`config.mk`:
```
export PLATFORM = sky130hd
export DESIGN_NAME = shift_seq_ctrl
export DESIGN_NICKNAME = d
export VERILOG_FILES = /design/src/rtl/shift_pkg.sv /design/src/rtl/shift_seq_ctrl.sv
export SDC_FILE = /design/constraint.sdc
export NUM_CORES = 1
export LEC_CHECK = 0
export ABC_AREA = 1
export CELL_PAD_IN_SITES_DETAIL_PLACEMENT = 0
export CELL_PAD_IN_SITES_GLOBAL_PLACEMENT = 1
export CORE_ASPECT_RATIO = 1.75
export CORE_MARGIN = 3
export CORE_UTILIZATION = 29
export DETAILED_ROUTE_END_ITERATION = 10
export PLACE_DENSITY = 0.8
export SLEW_MARGIN = 5
export SYNTH_ARGS = -nofsm -noshare
export SYNTH_HDL_FRONTEND = slang
export SYNTH_SLANG_ARGS = --single-unit
```
`constraint.sdc`:
```
create_clock -name clk -period 2.9 [get_ports clk]
set_input_delay 0.58 -clock clk [delete_from_list [all_inputs] [get_ports clk]]
set_output_delay 0.58 -clock clk [all_outputs]
set_load 0.02 [all_outputs]
```
`src/rtl/shift_pkg.sv`:
```
// Shared definitions for the shift-register command sequencer:
// shifter step encodings, FSM states and default widths.
package shift_pkg;

    localparam int DEF_DATA_W = 64;
    localparam int DEF_CNT_W  = 6;

    // Control encodings understood by the downstream load/shift register
    localparam logic [1:0] SHL1 = 2'b00;
    localparam logic [1:0] SHL8 = 2'b01;
    localparam logic [1:0] SAR1 = 2'b10;
    localparam logic [1:0] SAR8 = 2'b11;

    typedef enum logic [1:0] {
        ST_IDLE  = 2'd0,
        ST_LOAD  = 2'd1,
        ST_SHIFT = 2'd2,
        ST_DONE  = 2'd3
    } state_t;

endpackage

```
`src/rtl/shift_seq_ctrl.sv`:
```
// Sequences load / shift commands onto a 64-bit load-shift register,
// splitting each shift into by-8 and by-1 steps; one command in flight at a time.
module shift_seq_ctrl
    import shift_pkg::*;
#(
    parameter int DATA_W = DEF_DATA_W,
    parameter int CNT_W  = DEF_CNT_W
) (
    input  logic              clk,
    input  logic              areset,
    input  logic              cmd_valid,
    output logic              cmd_ready,
    input  logic              cmd_load,
    input  logic              cmd_dir,
    input  logic [CNT_W-1:0]  cmd_count,
    input  logic [DATA_W-1:0] cmd_data,
    output logic              load,
    output logic              ena,
    output logic [1:0]        amount,
    output logic [DATA_W-1:0] data,
    output logic              busy,
    output logic              done
);

    localparam logic [CNT_W-1:0] BIG_STEP = CNT_W'(8);
    localparam logic [CNT_W-1:0] ONE_STEP = CNT_W'(1);

    state_t            state;
    state_t            state_nxt;
    logic [CNT_W-1:0]  rem;
    logic [CNT_W-1:0]  rem_step;
    logic              dir;
    logic              big;
    logic              accept;

    assign accept   = (state == ST_IDLE) && cmd_valid;
    assign big      = (rem >= BIG_STEP);
    assign rem_step = big ? (rem - BIG_STEP) : (rem - ONE_STEP);

    always_ff @(posedge clk or posedge areset) begin
        if (areset) begin
            state <= ST_IDLE;
        end else begin
            state <= state_nxt;
        end
    end

    always_comb begin
        state_nxt = state;
        case (state)
            ST_IDLE: begin
                if (cmd_valid) begin
                    if (cmd_load)
                        state_nxt = ST_LOAD;
                    else if (cmd_count != '0)
                        state_nxt = ST_SHIFT;
                    else
                        state_nxt = ST_DONE;
                end
            end
            ST_LOAD:  state_nxt = ST_DONE;
            // Leave on the step that drains the remaining count
            ST_SHIFT: if (rem_step == '0) state_nxt = ST_DONE;
            ST_DONE:  state_nxt = ST_IDLE;
            default:  state_nxt = ST_IDLE;
        endcase
    end

    always_ff @(posedge clk or posedge areset) begin
        if (areset) begin
            rem  <= '0;
            dir  <= 1'b0;
            data <= '0;
        end else if (accept) begin
            rem  <= cmd_count;
            dir  <= cmd_dir;
            data <= cmd_data;
        end else if (state == ST_SHIFT) begin
            rem  <= rem_step;
        end
    end

    always_comb begin
        cmd_ready = 1'b0;
        busy      = 1'b1;
        load      = 1'b0;
        ena       = 1'b0;
        amount    = SHL1;
        done      = 1'b0;
        case (state)
            ST_IDLE: begin
                cmd_ready = 1'b1;
                busy      = 1'b0;
            end
            ST_LOAD:  load = 1'b1;
            ST_SHIFT: begin
                ena = 1'b1;
                case ({dir, big})
                    2'b00:   amount = SHL1;
                    2'b01:   amount = SHL8;
                    2'b10:   amount = SAR1;
                    default: amount = SAR8;
                endcase
            end
            ST_DONE:  done = 1'b1;
            default:  busy = 1'b1;
        endcase
    end

endmodule

```
==> results of run 1 <==
## layout make-up
class                           instances  area [sq um]  area share, %
Clock buffer                           10           229           4.54
Inverter                               18          67.6           1.34
Tap cell                              127           159           3.15
Timing Repair Buffer                  151          1510           29.9
Clock inverter                          6          82.6           1.64
Sequential cell                        73          1830           36.2
Multi-Input combinational cell        265          1170           23.2
## flip-flops by register name (all words and copies together) (netlist names)
signal / flops
dir: 1
state: 2
data: 64
rem: 6
## worst paths after layout
kind	start	to	slack, ns	cells after the start
min in group clk	data[36]	data[36]	0.47	2
setup / recovery	state[0]	amount[0]	0.43	5
setup reg to reg	rem[3]	state[1]	1.25	11
hold / removal	areset	data[26]	0.47	2
max in group asynchronous	areset	data[58]	1.85	3
hold reg to reg	data[36]	data[36]	0.47	2
## placed cells by master, fill, tap and decap left out, types with 2 or more instances in the layout
cell type        count
nand3_1              5
o221ai_1             2
dfrtp_1             73
inv_1               12
nand2_2              7
clkinv_2             3
a21oi_1              2
nand3b_1             2
nand2_1            218
bufinv_16            2
clkbuf_16            9
inv_2                6
ha_1                 8
nor2_1               8
buf_4                5
nand3_2              2
clkdlybuf4s50_1    145
o211ai_1             2
nor2_4               2
## metrics by stage
stage	cell area (sq um)	setup slack (ns)	instances
after floorplan	3120	0.467	370
after global placement	4730	0.763	634
after detailed placement	4730	0.754	634
after CTS	5040	0.389	650
after global routing	5040	0.291	650
final	5040	0.425	650
## power by group
part	switching, mW	leakage (nW)	internal (mW)
logic	1.64	1.42	1.31
registers	0.300	0.909	1.51
clock network	0.399	0.152	0.748
## routing by layer
| metal | GRT usage, % | up-vias | routed length, microns |
|---|---|---|---|
| met2 | 30.6 | 77 | 5430 |
| li1 | - | 1417 | - |
| met1 | 15.8 | 1313 | 3190 |
| met5 | 0 | - | 0 |
| met3 | 3.70 | 22 | 431 |
| met4 | 8.42 | 0 | 376 |
## worst register-to-register path: cells and delay by family (launching register included)
family,cells,cell delay (ns)
fa+ha+maj,1,0.29
buf+inv,2,0.15
flops,1,0.45
simple gates,8,0.66
## cell families (layout without fill, tap and decap cells)
group | count (synthesis) | in the layout | synth area share, %
AOI/OAI and AO/OA | 10 | 10 | 2.45
adders and majority gates | 8 | 8 | 3.21
buffers and inverters | 32 | 185 | 4.05
DFF | 73 | 73 | 58.5
and+or+nand+nor | 247 | 247 | 31.8
==> key figures, run 1 <==
Floorplan
  • Starting Density: 30.1%
  • # IOs: 146
  • Die width: between 80 and 90 microns
  • Die area: between 10000 and 15000 sq um
  • Die Y-Extent: roughly 140 microns
  • Core box area: between 10000 and 15000 sq um
  • Cell Rows: 49

Routing
  • Drt pass-1 iters: 4
  • Via count: about 2800
  • Post-route ant nets: 0
  • Final WL: about 9400 microns
  • Avg WL per Cell: around 15 microns
  • DRC viols: 0
  • DR iter-0 viols: roughly 140
  • Post-DR vias/cell: between 4 and 5

Global routing
  • Largest net degree at the start of global routing: approximately 40
  • Initial antenna violation count: 0
  • Total GRT Usage: around 16%
  • GRT overflow: 0
  • First-pass GRT wire length: 15200 microns
  • Vias in the first global route: around 3000

Synthesis
  • Ys Warns: 0
  • Most common library cells after synthesis: nand2_1 (219), dfrtp_1 (73), inv_1 (13), clkbuf_1 (9)
  • Synth Flop Type: dfrtp_1
  • Post-synth EDFFs: 0
  • Avg Synthesized Cell Area: between 8 and 9 sq um
  • Synth Register Bits: 73
  • Mapped Nets: 453
  • Synth area leaders: dfrtp_1 (59%), nand2_1 (26%), ha_1 (3.2%)
  • Sequential-to-total area share from yosys stat: between 50% and 60%
  • Synth cell types: 23
  • Count leader, synth: nand2_1
  • Largest area contributor in the netlist: dfrtp_1
  • Gate Count Post-Synth: 370
  • Post-synth top area share: ~59%
  • Post-synth ARST share: 100%
  • Cell Area, Synth: about 3100 sq um

Placement
  • DPL Wire Length: roughly 7400 microns
  • GPL Wtd Cong: 0.804
  • Port bufs: around 150

STA
  • Layout Skew: around 0.0038 ns
  • Max Fclk: ~0.40 GHz
  • Setup TNS: 0 ns
  • Hold Slack: 0.470 ns
  • RSZ-0062 raised after global routing: no
  • Final Hold Fails: 0
  • Final slew viol count: 0
  • Final period util: approximately 85%
  • Slew Limit Headroom: a little under three quarters
  • Fin crit period: ~2.5 ns
  • Measured slew at the worst slew-check pin: ~0.43 ns
  • # setup viols final: 0

Clocking
  • CTS tree: done
  • Clock Tree Root: clkbuf_16
  • Hold buffer count at CTS: 0
  • Post-CTS sizing: 0
  • Inserted Clock Buffers: 9
  • Number of setup buffers added after CTS: 0
  • H-tree levels: 3
  • Sink Count: 73
  • Max Root-Sink Buffers: 2
  • Worst-path clk slew: 0.06 ns
  • Worst-Skew Late Latency: approximately 0.32 ns

Power
  • LEAKAGE: ~2.5 nW
  • Max IR drop VDD: 0.000494 V
  • Total power: approximately 6 mW
  • Power Dens Cells: roughly 1200 nW/um^2

Cells and area
  • Ant diodes: 0
  • Fillers: 1021
  • Area growth from synthesis to layout: 61.6%
  • Final core utilization: between 40 and 50%
  • Final-stage net count: about 600
  • Share of layout cells above drive strength 1: under 10%

Setup path
  • CP Class: flip-flop to output port
  • Most used cell, CP: inv_1
  • Critical path peak fanout: 6
  • Critical Path End Type: output port
  • Buf/Inv on CP: 3
  • Worst EP required: ~2.3 ns
  • Crit path launch type: flip-flop
  • Delay of the slowest cell on the worst path: 0.60 ns
  • Crit-path slowest cell: clkdlybuf4s50_1
  • Critical path arrival: 1.89 ns
  • Top Family by Delay on Critical Path: buffers and inverters
  • Critical Path, Cell by Cell: inv_1 > ha_1 > inv_1 > nor2_1 > clkdlybuf4s50_1

Outcome
  • Status: completed

Run
  • Reported max-cap violation count: 0

Worst hold path
  • Worst hold path class: primary input to async pin
(Power assumes the default switching activity.)
==> run 2, diff against run 1 <==
--- a/config.mk
+++ b/config.mk
@@ -6,6 +6,7 @@
 export NUM_CORES = 1
 export LEC_CHECK = 0
 export ABC_AREA = 1
+export ABC_CLOCK_PERIOD_IN_PS = 2900
 export CELL_PAD_IN_SITES_DETAIL_PLACEMENT = 0
 export CELL_PAD_IN_SITES_GLOBAL_PLACEMENT = 1
 export CORE_ASPECT_RATIO = 1.75
==> results of run 2 <==
Final layout, timing and power as in run 1 (identical DEF).
==> run 3, diff against run 2 <==
--- a/config.mk
+++ b/config.mk
@@ -11,9 +11,11 @@
 export CELL_PAD_IN_SITES_GLOBAL_PLACEMENT = 1
 export CORE_ASPECT_RATIO = 1.75
 export CORE_MARGIN = 3
-export CORE_UTILIZATION = 29
+export CORE_UTILIZATION = 44
 export DETAILED_ROUTE_END_ITERATION = 10
-export PLACE_DENSITY = 0.8
+export DONT_BUFFER_PORTS = 1
+export MAX_ROUTING_LAYER = met4
+export PLACE_DENSITY = 0.78
 export SLEW_MARGIN = 5
 export SYNTH_ARGS = -nofsm -noshare
 export SYNTH_HDL_FRONTEND = slang
==> run 3 against run 2 <==
Cell area is 31% lower; non-clock buffer count shrank 145; power down 18%; fmax increased by 11%; global-route usage increased by 3.6 points; core utilization increased by 2.4 points; critical path type unchanged.
==> key figures, run 3 (synthesized netlist as in run 1, its figures left out) <==
STA
  • RSZ-0062 raised after global routing: no
  • Fin crit period: 2.24 ns (-0.238 ns)
  • Final Hold Fails: 0 (unchanged)
  • Final slew viol count: 0 (unchanged)
  • Max Fclk: 0.447 GHz (+11%)
  • Layout Skew: 0.00533 ns (+0.00155 ns)
  • Slew Limit Headroom: 62.5% (-8.5 points)
  • Setup TNS: 0 ns (unchanged)
  • # setup viols final: 0 (unchanged)
  • Final period util: 77.1% (-8.2 points)
  • Measured slew at the worst slew-check pin: 0.562 ns (+0.128 ns)

Setup path
  • Buf/Inv on CP: 2 (-1)
  • Critical Path End Type: output port
  • Crit-path slowest cell: dfrtp_1
  • CP Class: flip-flop to output port
  • Critical Path Source: state[0]
  • Crit Reg-Reg Startpoint: state[0]
  • Worst EP required: 2.32 ns (about the same)
  • Crit path launch type: flip-flop
  • Setup crit end: amount[0]
  • Critical path peak fanout: 6 (unchanged)
  • Critical Path, Cell by Cell: inv_1 > ha_1 > inv_1 > nor2_1
  • Worst R2R Path Depth: 7 (-4)
  • Top Family by Delay on Critical Path: flip-flops
  • Most used cell, CP: inv_1
  • R2R setup slack: 1.01 ns (-0.24 ns)
  • Delay of the slowest cell on the worst path: 0.41 ns (-0.19 ns)
  • Cell depth of the worst setup path: 4 (-1)
  • R2R Path End: rem[0]
  • Critical path arrival: 1.66 ns (-0.23 ns)

Floorplan
  • # IOs: 146 (unchanged)
  • Starting Density: 45.5% (+15 points)
  • Die Y-Extent: 117 microns (-18%)
  • Core box area: 6860 sq um (-34%)
  • Die width: 69.7 microns (-17%)
  • Cell Rows: 40 (-18%)
  • Die area: 8180 sq um (-32%)

Global routing
  • First-pass GRT wire length: 12200 microns (-19%)
  • Largest net degree at the start of global routing: 40 (-2.4%)
  • GRT overflow: 0 (unchanged)
  • Total GRT Usage: 19.6% (+3.6 points)
  • Vias in the first global route: 2417 (-20%)
  • Initial antenna violation count: 0 (unchanged)

Clocking
  • CTS tree: done
  • Hold buffer count at CTS: 0 (unchanged)
  • H-tree levels: 3 (unchanged)
  • Max Root-Sink Buffers: 2 (unchanged)
  • Inserted Clock Buffers: 9 (unchanged)
  • Worst-Skew Late Latency: 0.33 ns (about the same)
  • Clock Tree Root: clkbuf_16
  • Sink Count: 73 (unchanged)
  • Post-CTS sizing: 0 (unchanged)
  • Number of setup buffers added after CTS: 0 (unchanged)
  • Worst-path clk slew: 0.06 ns (about the same)

Power
  • Power Dens Cells: 1370 nW/um^2 (+17%)
  • Power share of the combinational group: 27.8% (-22 points)
  • Max IR drop VDD: 0.000584 V (+18%)
  • Switching share of power: 45.2% (+5.5 points)
  • Sequential Power Share: 50.1% (+20 points)
  • Internal power: 2.64 mW (-26%)
  • P_sw: 2.18 mW (-7.1%)
  • Clk pwr share: 22.1% (+2.7 points)
  • LEAKAGE: 1.91 nW (-23%)

Cells and area
  • Biggest regs: data: 64 flops, rem: 6 flops, state: 2 flops
  • Final-stage net count: 456 (-24%)
  • Ant diodes: 0 (unchanged)
  • Share of layout cells above drive strength 1: 10.6% (+2.7 points)
  • Commonest non-fill, non-tap cell in the layout: nand2_1
  • Max reg flops: 64 (unchanged)
  • Final instance area: 3500 sq um (-31%)
  • Most frequent cells in the layout: nand2_1 (218), dfrtp_1 (73), inv_1 (12)
  • Area growth from synthesis to layout: 12.3%
  • Largest Register: data

Routing
  • Avg WL per Cell: 16.1 microns (+11%)
  • Via count: 2335 (-17%)
  • Final WL: 7420 microns (-21%)
  • DR iter-0 viols: 136 (unchanged)
  • Drt pass-1 iters: 4 (unchanged)
  • DRC viols: 0 (unchanged)
  • Post-route ant nets: 0 (unchanged)
  • Post-DR vias/cell: 5.05 (+16%)

Placement
  • GPL Wtd Cong: 0.784 (-2.5%)
  • Port bufs: 0 (-100%)
  • Post-DP Area: 3210 sq um (-32%)
  • DPL Wire Length: 5440 microns (-26%)

Outcome
  • Status: completed

Run
  • Reported max-cap violation count: 0 (unchanged)

Worst hold path
  • Worst hold path class: primary input to async pin
run 3: cell count changes in the layout (fill, tap and decap cells not counted), sizes merged:
| cell | delta |
|---|---|
| clkbuf | +1 |
| clkdlybuf4s50 | -145 |
| bufinv | -1 |
run 3: per-layer routing:
layer  global-route usage (%)  part of all wire [%]  vias to the layer above
li1                         -                     -                     1129
met3                     6.26                   7.1                       15
met1                     21.7                    37                     1102
met4                     8.27                   1.9                        0
met2                     32.5                    54                       89
met5                        -                     0                        -
run 3: layout make-up:
class                      count  area, sq um
fill                         676         3350
timing repair buffer           6         45.0
multi-input combinational    265         1170
clock buffer                  11          233
inverter                      18         67.6
tap                           84          105
clock inverter                 5         56.3
sequential                    73         1830
run 3: worst min-delay path by stage:
stage	end	start	slack [ns]
detailed placement	dir	dir	0.47
global placement	dir	dir	0.47
finish	data[24]	areset	0.18
CTS	data[24]	areset	0.19
global route	data[24]	areset	0.22
floorplan	dir	dir	0.45
run 3: power groups by stage:
| stage | logic [mW] | clock network [mW] | registers, mW |
|---|---|---|---|
| 2_1_floorplan | 1.12 | 0 | 2.30 |
| 3_3_place_gp | 1.30 | 0 | 2.43 |
| 3_5_place_dp | 1.36 | 0 | 2.42 |
| 4_1_cts | 1.36 | 1.10 | 2.42 |
| 5_1_grt | 1.56 | 1.14 | 2.47 |
| 6_report | 1.34 | 1.07 | 2.41 |
run 3: per-stage QoR:
stage	utilization, %	power [mW]	setup WS [ns]	std cells	hold WS, ns
final	51.1	4.82	0.663	462	0.179
after global routing	51.1	5.16	0.555	462	0.217
after CTS	51.1	4.88	0.624	462	0.190
after detailed placement	46.9	3.79	0.982	446	0.465
after global placement	46.9	3.73	1.03	446	0.471
after floorplan	-	3.42	0.467	370	0.449
